### config.mk
export PLATFORM = sky130hd
export DESIGN_NAME = fpu_div16
export DESIGN_NICKNAME = d
export VERILOG_FILES = /design/src/rtl/fpu_div16.sv
export SDC_FILE = /design/constraint.sdc
export NUM_CORES = 1
export LEC_CHECK = 0
export BUFFER_PORTS_ARGS = -buffer_cell sky130_fd_sc_hd__buf_2
export CORE_MARGIN = 2
export CORE_UTILIZATION = 33
export DETAILED_ROUTE_END_ITERATION = 16
export PLACE_DENSITY = 0.61
export SLEW_MARGIN = 15
export SYNTH_ARGS = -nofsm -noshare
export SYNTH_HDL_FRONTEND = slang
export SYNTH_SLANG_ARGS = --single-unit
### constraint.sdc
create_clock -name clock -period 3.2 [get_ports clock]
set_input_delay 0.32 -clock clock [delete_from_list [all_inputs] [get_ports clock]]
set_output_delay 0.32 -clock clock [all_outputs]
set_load 0.02 [all_outputs]
### src/rtl/fpu_div16.sv
// fp16 divider fpuIn1 / fpuIn2: radix-2 restoring, RNE rounding, subnormals flushed to zero.
// Latency: 16 clocks from the start edge for normal operands, 1 clock for special cases.
// Backpressure: none. start is accepted only in IDLE/DONE. fpuOut/condCodes hold until the next result.

package fpu_div16_pkg;
    typedef struct packed {
        logic       sign;
        logic [4:0] exp;
        logic [9:0] frac;
    } fp16_t;

    typedef struct packed {
        logic z;    // result is +/-0
        logic c;    // inexact (rounded or flushed)
        logic n;    // result sign
        logic v;    // exponent all ones (Inf/NaN)
    } condCode_t;
endpackage

module fpu_div16
    import fpu_div16_pkg::*;
#(
    parameter int QBITS = 14
) (
    input  logic      clock,
    input  logic      reset,
    input  logic      start,
    input  fp16_t     fpuIn1,
    input  fp16_t     fpuIn2,
    output fp16_t     fpuOut,
    output logic      done,
    output condCode_t condCodes
);

    localparam int CW = $clog2(QBITS);
    localparam logic [CW-1:0] LAST_ITER = CW'(QBITS - 1);

    typedef enum logic [2:0] {S_IDLE, S_UNPACK, S_DIVIDE, S_ROUND, S_DONE} state_t;

    state_t             r_state;
    fp16_t              r_a;
    fp16_t              r_b;
    logic               r_sign;
    logic signed [6:0]  r_exp;
    logic [10:0]        r_mb;
    logic [11:0]        r_rem;
    logic [QBITS-1:0]   r_q;
    logic [CW-1:0]      r_cnt;
    fp16_t              r_out;
    condCode_t          r_cc;
    logic               r_done;

    // Operand decode and special-case resolution
    logic              w_special;
    fp16_t             w_spec_out;
    condCode_t         w_spec_cc;
    logic              w_sign;
    logic signed [6:0] w_exp;
    logic [10:0]       w_ma;
    logic [10:0]       w_mb;

    // Decode captured operands; special cases resolve straight to a result.
    always_comb begin
        logic nan_a, nan_b, inf_a, inf_b, zero_a, zero_b;
        nan_a      = (r_a.exp == 5'h1F) && (r_a.frac != 10'd0);
        nan_b      = (r_b.exp == 5'h1F) && (r_b.frac != 10'd0);
        inf_a      = (r_a.exp == 5'h1F) && (r_a.frac == 10'd0);
        inf_b      = (r_b.exp == 5'h1F) && (r_b.frac == 10'd0);
        zero_a     = (r_a.exp == 5'd0);
        zero_b     = (r_b.exp == 5'd0);
        w_sign     = r_a.sign ^ r_b.sign;
        w_ma       = {1'b1, r_a.frac};
        w_mb       = {1'b1, r_b.frac};
        w_exp      = $signed({2'b00, r_a.exp}) - $signed({2'b00, r_b.exp}) + 7'sd15;
        w_special  = 1'b1;
        w_spec_out = '0;
        w_spec_cc  = '0;
        if (nan_a || nan_b || (zero_a && zero_b) || (inf_a && inf_b)) begin
            w_spec_out = 16'h7E00;
            w_spec_cc  = '{z: 1'b0, c: 1'b0, n: 1'b0, v: 1'b1};
        end else if (inf_a || zero_b) begin
            w_spec_out = '{sign: w_sign, exp: 5'h1F, frac: 10'd0};
            w_spec_cc  = '{z: 1'b0, c: 1'b0, n: w_sign, v: 1'b1};
        end else if (inf_b || zero_a) begin
            w_spec_out = '{sign: w_sign, exp: 5'd0, frac: 10'd0};
            w_spec_cc  = '{z: 1'b1, c: 1'b0, n: w_sign, v: 1'b0};
        end else begin
            w_special = 1'b0;
        end
    end

    // One restoring step: compare, conditionally subtract, emit a quotient bit.
    logic        w_ge;
    logic [10:0] w_rem_sub;
    assign w_ge      = r_rem >= {1'b0, r_mb};
    assign w_rem_sub = w_ge ? 11'(r_rem - {1'b0, r_mb}) : r_rem[10:0];

    // Normalise, round to nearest even and range-check the final quotient.
    fp16_t     w_res_out;
    condCode_t w_res_cc;
    always_comb begin
        logic [QBITS-1:0]  qn;
        logic signed [6:0] en;
        logic signed [6:0] ef;
        logic [10:0]       mant;
        logic [11:0]       mant_r;
        logic [9:0]        frac;
        logic              guard, sticky, up;
        qn     = r_q[QBITS-1] ? r_q : {r_q[QBITS-2:0], 1'b0};
        en     = r_q[QBITS-1] ? r_exp : r_exp - 7'sd1;
        mant   = qn[QBITS-1:QBITS-11];
        guard  = qn[QBITS-12];
        sticky = (|qn[QBITS-13:0]) | (|r_rem);
        up     = guard & (sticky | mant[0]);
        mant_r = {1'b0, mant} + 12'(up);
        // A carry out of the mantissa leaves 1.000..., so the dropped bit is always 0.
        frac   = mant_r[11] ? mant_r[10:1] : mant_r[9:0];
        ef     = mant_r[11] ? en + 7'sd1 : en;
        if (ef >= 7'sd31) begin
            w_res_out = '{sign: r_sign, exp: 5'h1F, frac: 10'd0};
            w_res_cc  = '{z: 1'b0, c: 1'b1, n: r_sign, v: 1'b1};
        end else if (ef <= 7'sd0) begin
            w_res_out = '{sign: r_sign, exp: 5'd0, frac: 10'd0};
            w_res_cc  = '{z: 1'b1, c: 1'b1, n: r_sign, v: 1'b0};
        end else begin
            w_res_out = '{sign: r_sign, exp: ef[4:0], frac: frac};
            w_res_cc  = '{z: 1'b0, c: guard | sticky, n: r_sign, v: 1'b0};
        end
    end

    // Control FSM and datapath registers; reset aborts any operation in flight.
    always_ff @(posedge clock or posedge reset) begin
        if (reset) begin
            r_state <= S_IDLE;
            r_a     <= '0;
            r_b     <= '0;
            r_sign  <= 1'b0;
            r_exp   <= '0;
            r_mb    <= '0;
            r_rem   <= '0;
            r_q     <= '0;
            r_cnt   <= '0;
            r_out   <= '0;
            r_cc    <= '0;
            r_done  <= 1'b0;
        end else begin
            case (r_state)
                S_IDLE, S_DONE: begin
                    if (start) begin
                        r_a     <= fpuIn1;
                        r_b     <= fpuIn2;
                        r_done  <= 1'b0;
                        r_state <= S_UNPACK;
                    end
                end
                S_UNPACK: begin
                    r_sign <= w_sign;
                    r_exp  <= w_exp;
                    r_mb   <= w_mb;
                    r_rem  <= {1'b0, w_ma};
                    r_q    <= '0;
                    r_cnt  <= '0;
                    if (w_special) begin
                        r_out   <= w_spec_out;
                        r_cc    <= w_spec_cc;
                        r_done  <= 1'b1;
                        r_state <= S_DONE;
                    end else begin
                        r_state <= S_DIVIDE;
                    end
                end
                S_DIVIDE: begin
                    r_q   <= {r_q[QBITS-2:0], w_ge};
                    r_rem <= {w_rem_sub, 1'b0};
                    r_cnt <= r_cnt + 1'b1;
                    if (r_cnt == LAST_ITER) begin
                        r_state <= S_ROUND;
                    end
                end
                S_ROUND: begin
                    r_out   <= w_res_out;
                    r_cc    <= w_res_cc;
                    r_done  <= 1'b1;
                    r_state <= S_DONE;
                end
                default: r_state <= S_IDLE;
            endcase
        end
    end

    assign fpuOut    = r_out;
    assign condCodes = r_cc;
    assign done      = r_done;

endmodule
Word level (Yosys, flattened, before mapping)
Cells that the tools add are included.
W data, S select, Z words.
- word-level logic and storage cells: 106
- flip-flop bits (word level): 105
- add/subtract/negate cells: 7
- order comparisons: 3
- mux-type cells: 32
- bitwise operators: 5
- eq/ne operators: 10
- reductions and logical operators: 28
- operators by type and width (cell ; number):
    $mux W16 ; 4
    $pmux W16 S2 ; 1
    $mux W15 ; 2
    $pmux W14 S2 ; 1
    $mux W4 ; 6
    $pmux W12 S2 ; 1
    $logic_not A10 Y1 ; 2
    $reduce_bool A10 Y1 ; 2
    $pmux W4 S2 ; 2
    $mux W14 ; 1
    $mux W7 ; 2
    $add A11 B1 Y12 ; 1
    $ge A12 B11 Y1 ; 1
    $pmux W3 S4 ; 1
    $reduce_or A12 Y1 ; 1
    $mux W11 ; 1
    $sub A11 B11 Y11 ; 1
    $eq A5 B5 Y1 const B ; 2
    $logic_not A5 Y1 ; 2
    $mux W10 ; 1
    $mux W3 ; 3
    $add A6 B5 Y7 const B ; 1
    $add A7 B2 Y7 const B ; 1
    $ge A7 B6 Y1 const B ; 1
    other kinds (22) ; 44

Depth between registers and ports, before layout
- depth in word-level cells: 11
- mapped depth: 14
- gate-level depth less buffers: 12

Worst setup path before layout
No wires, ideal clock.
- path kind: register to register
- from: register r_q[13]
- to: register r_out (netlist bit fpuOut[2])
- setup time: 0.122 ns
- stages on the path, launching flop included: 15
- required time: 3.078 ns
- data arrival time: 3.267 ns
- slack: -0.188 ns
- cells stage by stage: dfrtp_1 -> buf_6 -> buf_2 -> clkbuf_1 -> mux2i_1 -> a21oi_1 -> ha_1 -> nand2_1 -> a211oi_4 -> nand4_4 -> nor4_2 -> nand3_1 -> a211oi_4 -> nor3_4 -> a32o_1
- word-level cells in the longest chain between the ends: 11
- elaborated cells on any way between the ends: 15
- those cells by class: 2 x add/sub; 2 x order compare; 7 x mux; 3 x bitwise; 1 x reduce/logical
- ends and longest elaborated chain (item ; line ; text):
    start: declaration ; 47 ; logic [QBITS-1:0] r_q;
    start signal: assignment ; 173 ; r_q <= {r_q[QBITS-2:0], w_ge};
    $mux W14 ; 109 ; qn = r_q[QBITS-1] ? r_q : {r_q[QBITS-2:0], 1'b0};
    $reduce_or A2 Y1 ; 113 ; sticky = (|qn[QBITS-13:0]) | (|r_rem);
    $or A1 B1 Y1 ; 113 ;
    $or A1 B1 Y1 ; 114 ; up = guard & (sticky | mant[0]);
    $and A1 B1 Y1 ; 114 ;
    $add A11 B1 Y12 ; 115 ; mant_r = {1'b0, mant} + 12'(up);
    $mux W7 ; 118 ; ef = mant_r[11] ? en + 7'sd1 : en;
    $le A7 B1 Y1 ; 122 ; end else if (ef <= 7'sd0) begin
    $mux W15 ; 122 ;
    $mux W15 * ; 119 ; if (ef >= 7'sd31) begin
    $pmux W16 S2 * ; 147 ; case (r_state)
    end signal: assignment ; 164 ; r_out <= w_spec_out;
    end signal: assignment ; 181 ; r_out <= w_res_out;
    end: declaration ; 49 ; fp16_t r_out;
Mark *: on every way between the ends. The rest lies on a longest branch, timed or not.
A chain may end at the register's enable or synchronous reset.

Worst setup path in the final report
- from: register r_rem[4]
- to: register r_out (netlist bit fpuOut[4])
- word-level cells in the longest chain between the ends: 10
- elaborated cells on any way between the ends: 12
- those cells by class: 1 x add/sub; 2 x order compare; 5 x mux; 3 x bitwise; 1 x reduce/logical
- ends and longest elaborated chain (item ; line ; text):
    start: declaration ; 46 ; logic [11:0] r_rem;
    start signal: assignment ; 160 ; r_rem <= {1'b0, w_ma};
    start signal: assignment ; 174 ; r_rem <= {w_rem_sub, 1'b0};
    $reduce_or A12 Y1 * ; 113 ;
    $or A1 B1 Y1 * ; 113 ;
    $or A1 B1 Y1 * ; 114 ;
    $and A1 B1 Y1 * ; 114 ;
    $add A11 B1 Y12 * ; 115 ;
    $mux W7 ; 118 ;
    $le A7 B1 Y1 ; 122 ;
    $mux W15 ; 122 ;
    $mux W15 * ; 119 ;
    $pmux W16 S2 * ; 147 ;
Marked as above.

==> run metrics <==
Clock Tree Root clkbuf_16; Clk Latency, worst-skew pair 370 ps; Post-synth EDFFs 0; GPL Wtd Cong 0.827; final setup violation count 0; Die Area 19300 um2; clock share of power 0.158; max cap viols 0; most common cell after layout, fill and taps aside dfrtp_1; FF+latch count, synth 104; Worst slew margin 0.320; Max stage delay on crit path 440 ps; Vias 4590; Setup WS pre-CTS 30.5 ps; commonest cells after routing, fill and taps aside dfrtp_1 (100), nand2_1 (66), o21ai_0 (55), buf_2 (55), inv_1 (37); run status completed; # DRC 0; final worst path period share 0.967; CP most frequent cell a2111oi_4; utilization after layout 0.392; critical path class reg -> reg; Final Hold Fails 0; drt total wl 13.6 mm; number of library cell types mapped by synthesis 61; minimum clock period after layout 3100 ps; crit end category register; initial antenna violation count 1; share of cells above drive strength 1 0.233; Post-Synthesis Cells 618; fin. max-slew vios 0; initial cell density of the core 0.335; register area share after synthesis 0.434; placed insts 884; NumNets Final 732; mapped cell area 6000 um2; net count after synthesis 678; first-pass GRT wire length 22.7 mm; Detailed Routing Iterations Pass 1 4; crit path max fanout 10; GRT Residual Overflow 0; CTS sink count 104; Avg Cell Area, Syn 9.70 um2; Slowest cell on crit path dfrtp_2; Die H 139 um; CP startpoint kind register; switching part of the total 0.443; clock skew 10.9 ps; Rows 49; I/O Buffers 55; H-tree levels 3; maximum vdd drop 0.434 mV; CTS tree done; Top Usage Layer GRT met2; Area Growth Syn to Fin 16.9%; total CTS buffers 9; Psw 0.00331 W; Routed Antenna Nets 0; chip width 139 um; Leak 3.12 nW; setup ws final 104 ps; clock slew at reported path FFs 80 ps; FMAX 323 MHz; Critical Path AT 3350 ps; worst slew pin tran 1020 ps; total core area 17900 um2; met1 Resource Use GR 0.205; Hold WS 44.6 ps; CP delay by family, top compound AO/OA/AOI/OAI gates; Synth Flop Type dfrtp_1; Routed wire per std cell 15.0 um; clock buffer depth 2; PD cells 1070 nW/um2; # IOs 56; largest net degree at the start of global routing 53; CP Buf/Inv Count 2; met2 global-route usage 0.211; Cell Count, Final, Fillers Out 907; R2R Setup Slk 100 ps; 1st-iter DRT viols 285; combinational share of power 0.523; gr usage total 0.144; Cell Int Power 0.00417 W; WP data required 3450 ps; post-DP HPWL 10.0 mm; vias in the first global route 4400; Hold WC Path Type in -> async; Sequential Power Share 0.319; post-synthesis async set-or-reset flop share 1.00; Vias/cell 5.06; cells along the critical path nor4_4, and4_4, a21oi_2, ha_2, nand2_4, a211o_1, a2111oi_4, buf_4, a2111oi_4, o21ai_2, a211oi_4, nor3_4, buf_12, a32o_1; synth warn 0; met3 Usage GRT 0.0414
==> path summary, 6_finish.rpt <==
kind | start | to | depth (start not counted)
max | r_rem[4] | fpuOut[4] | 14
min | reset | r_a[1] | 2
max reg2reg | r_rem[4] | fpuOut[4] | 14
min reg2reg | r_mb[10] | r_mb[10] | 2
max in group asynchronous | reset | fpuOut[14] | 3
min in group clock | start | r_state[2] | 2
==> power groups by stage <==
| stage | registers [W] | logic, W | clock network [W] |
|---|---|---|---|
| 3_3_place_gp | 0.00237 | 0.00380 | 0 |
| 4_1_cts | 0.00237 | 0.00384 | 0.00121 |
| 5_1_grt | 0.00247 | 0.00443 | 0.00126 |
| 3_5_place_dp | 0.00239 | 0.00382 | 0 |
| 2_1_floorplan | 0.00229 | 0.00299 | 0 |
| 6_report | 0.00239 | 0.00391 | 0.00118 |
==> registers in the layout, summed over array words and instances, names as in the netlist <==
register and flops:
condCodes 3, done 1, fpuOut 16, r_a 16
r_b 16, r_cnt 4, r_exp 7, r_mb 11
r_q 14, r_rem 12, r_sign 1, r_state 3
==> kinds of logic after synthesis <==
kind of cell    share of synthesized area
simple gates                        0.155
compound gates                      0.178
flops                               0.434
buf+inv                            0.0478
mux                                0.0828
xor+xnor                           0.0482
fa+ha+maj                          0.0547
==> cells in the mapped netlist (4+ instances only) <==
library cell / count / area (um2)
o211ai_1: 7 / 52.6
mux2i_1: 17 / 170
nand4_1: 4 / 25.0
nor4_1: 11 / 68.8
nand2_1: 67 / 251
o31ai_1: 5 / 37.5
inv_1: 38 / 143
a22o_1: 19 / 166
nand3_1: 18 / 90.1
nand2b_1: 4 / 25.0
a21oi_1: 27 / 135
ha_1: 23 / 288
a32o_1: 4 / 40.0
nor3_1: 12 / 60.1
nor2_1: 36 / 135
clkbuf_1: 24 / 90.1
a31oi_1: 4 / 25.0
and2_1: 4 / 25.0
xnor2_1: 21 / 184
a21o_1: 8 / 60.1
nor2b_1: 6 / 37.5
mux2_2: 29 / 327
dfrtp_1: 104 / 2600
o21ai_0: 55 / 275
xor2_1: 12 / 105
==> per-layer routing <==
metal	share of wire	up-vias	routed length, um
li1	-	2294	-
met1	0.50	2200	6840
met2	0.44	80	5980
met3	0.041	16	563
met4	0.018	0	243
met5	0	-	0
==> final cells by class <==
type,count,area (um2)
Antenna cell,1,2.50
Clock buffer,9,225
Clock inverter,7,86.3
Fill cell,1806,10900
Inverter,38,145
Multi-Input combinational cell,444,3220
Sequential cell,104,2610
Tap cell,229,287
Timing Repair Buffer,75,438
==> what timing repair did <==
action / in CTS / in global routing
resized for setup: 0 / 17
endpoints found under the setup margin: 0 / 11
hold buffers: 0 / 0
buffers inserted: 0 / 8
==> stage by stage <==
stage               total power, W  TNS, ps  instance area, um2
detailed placement         0.00621        0                6560
floorplan                  0.00528        0                6030
global placement           0.00617        0                6560
CTS                        0.00743        0                6870
global route               0.00817     -196                7010
finish                     0.00748        0                7010
Power figures use the tool's default switching activity.
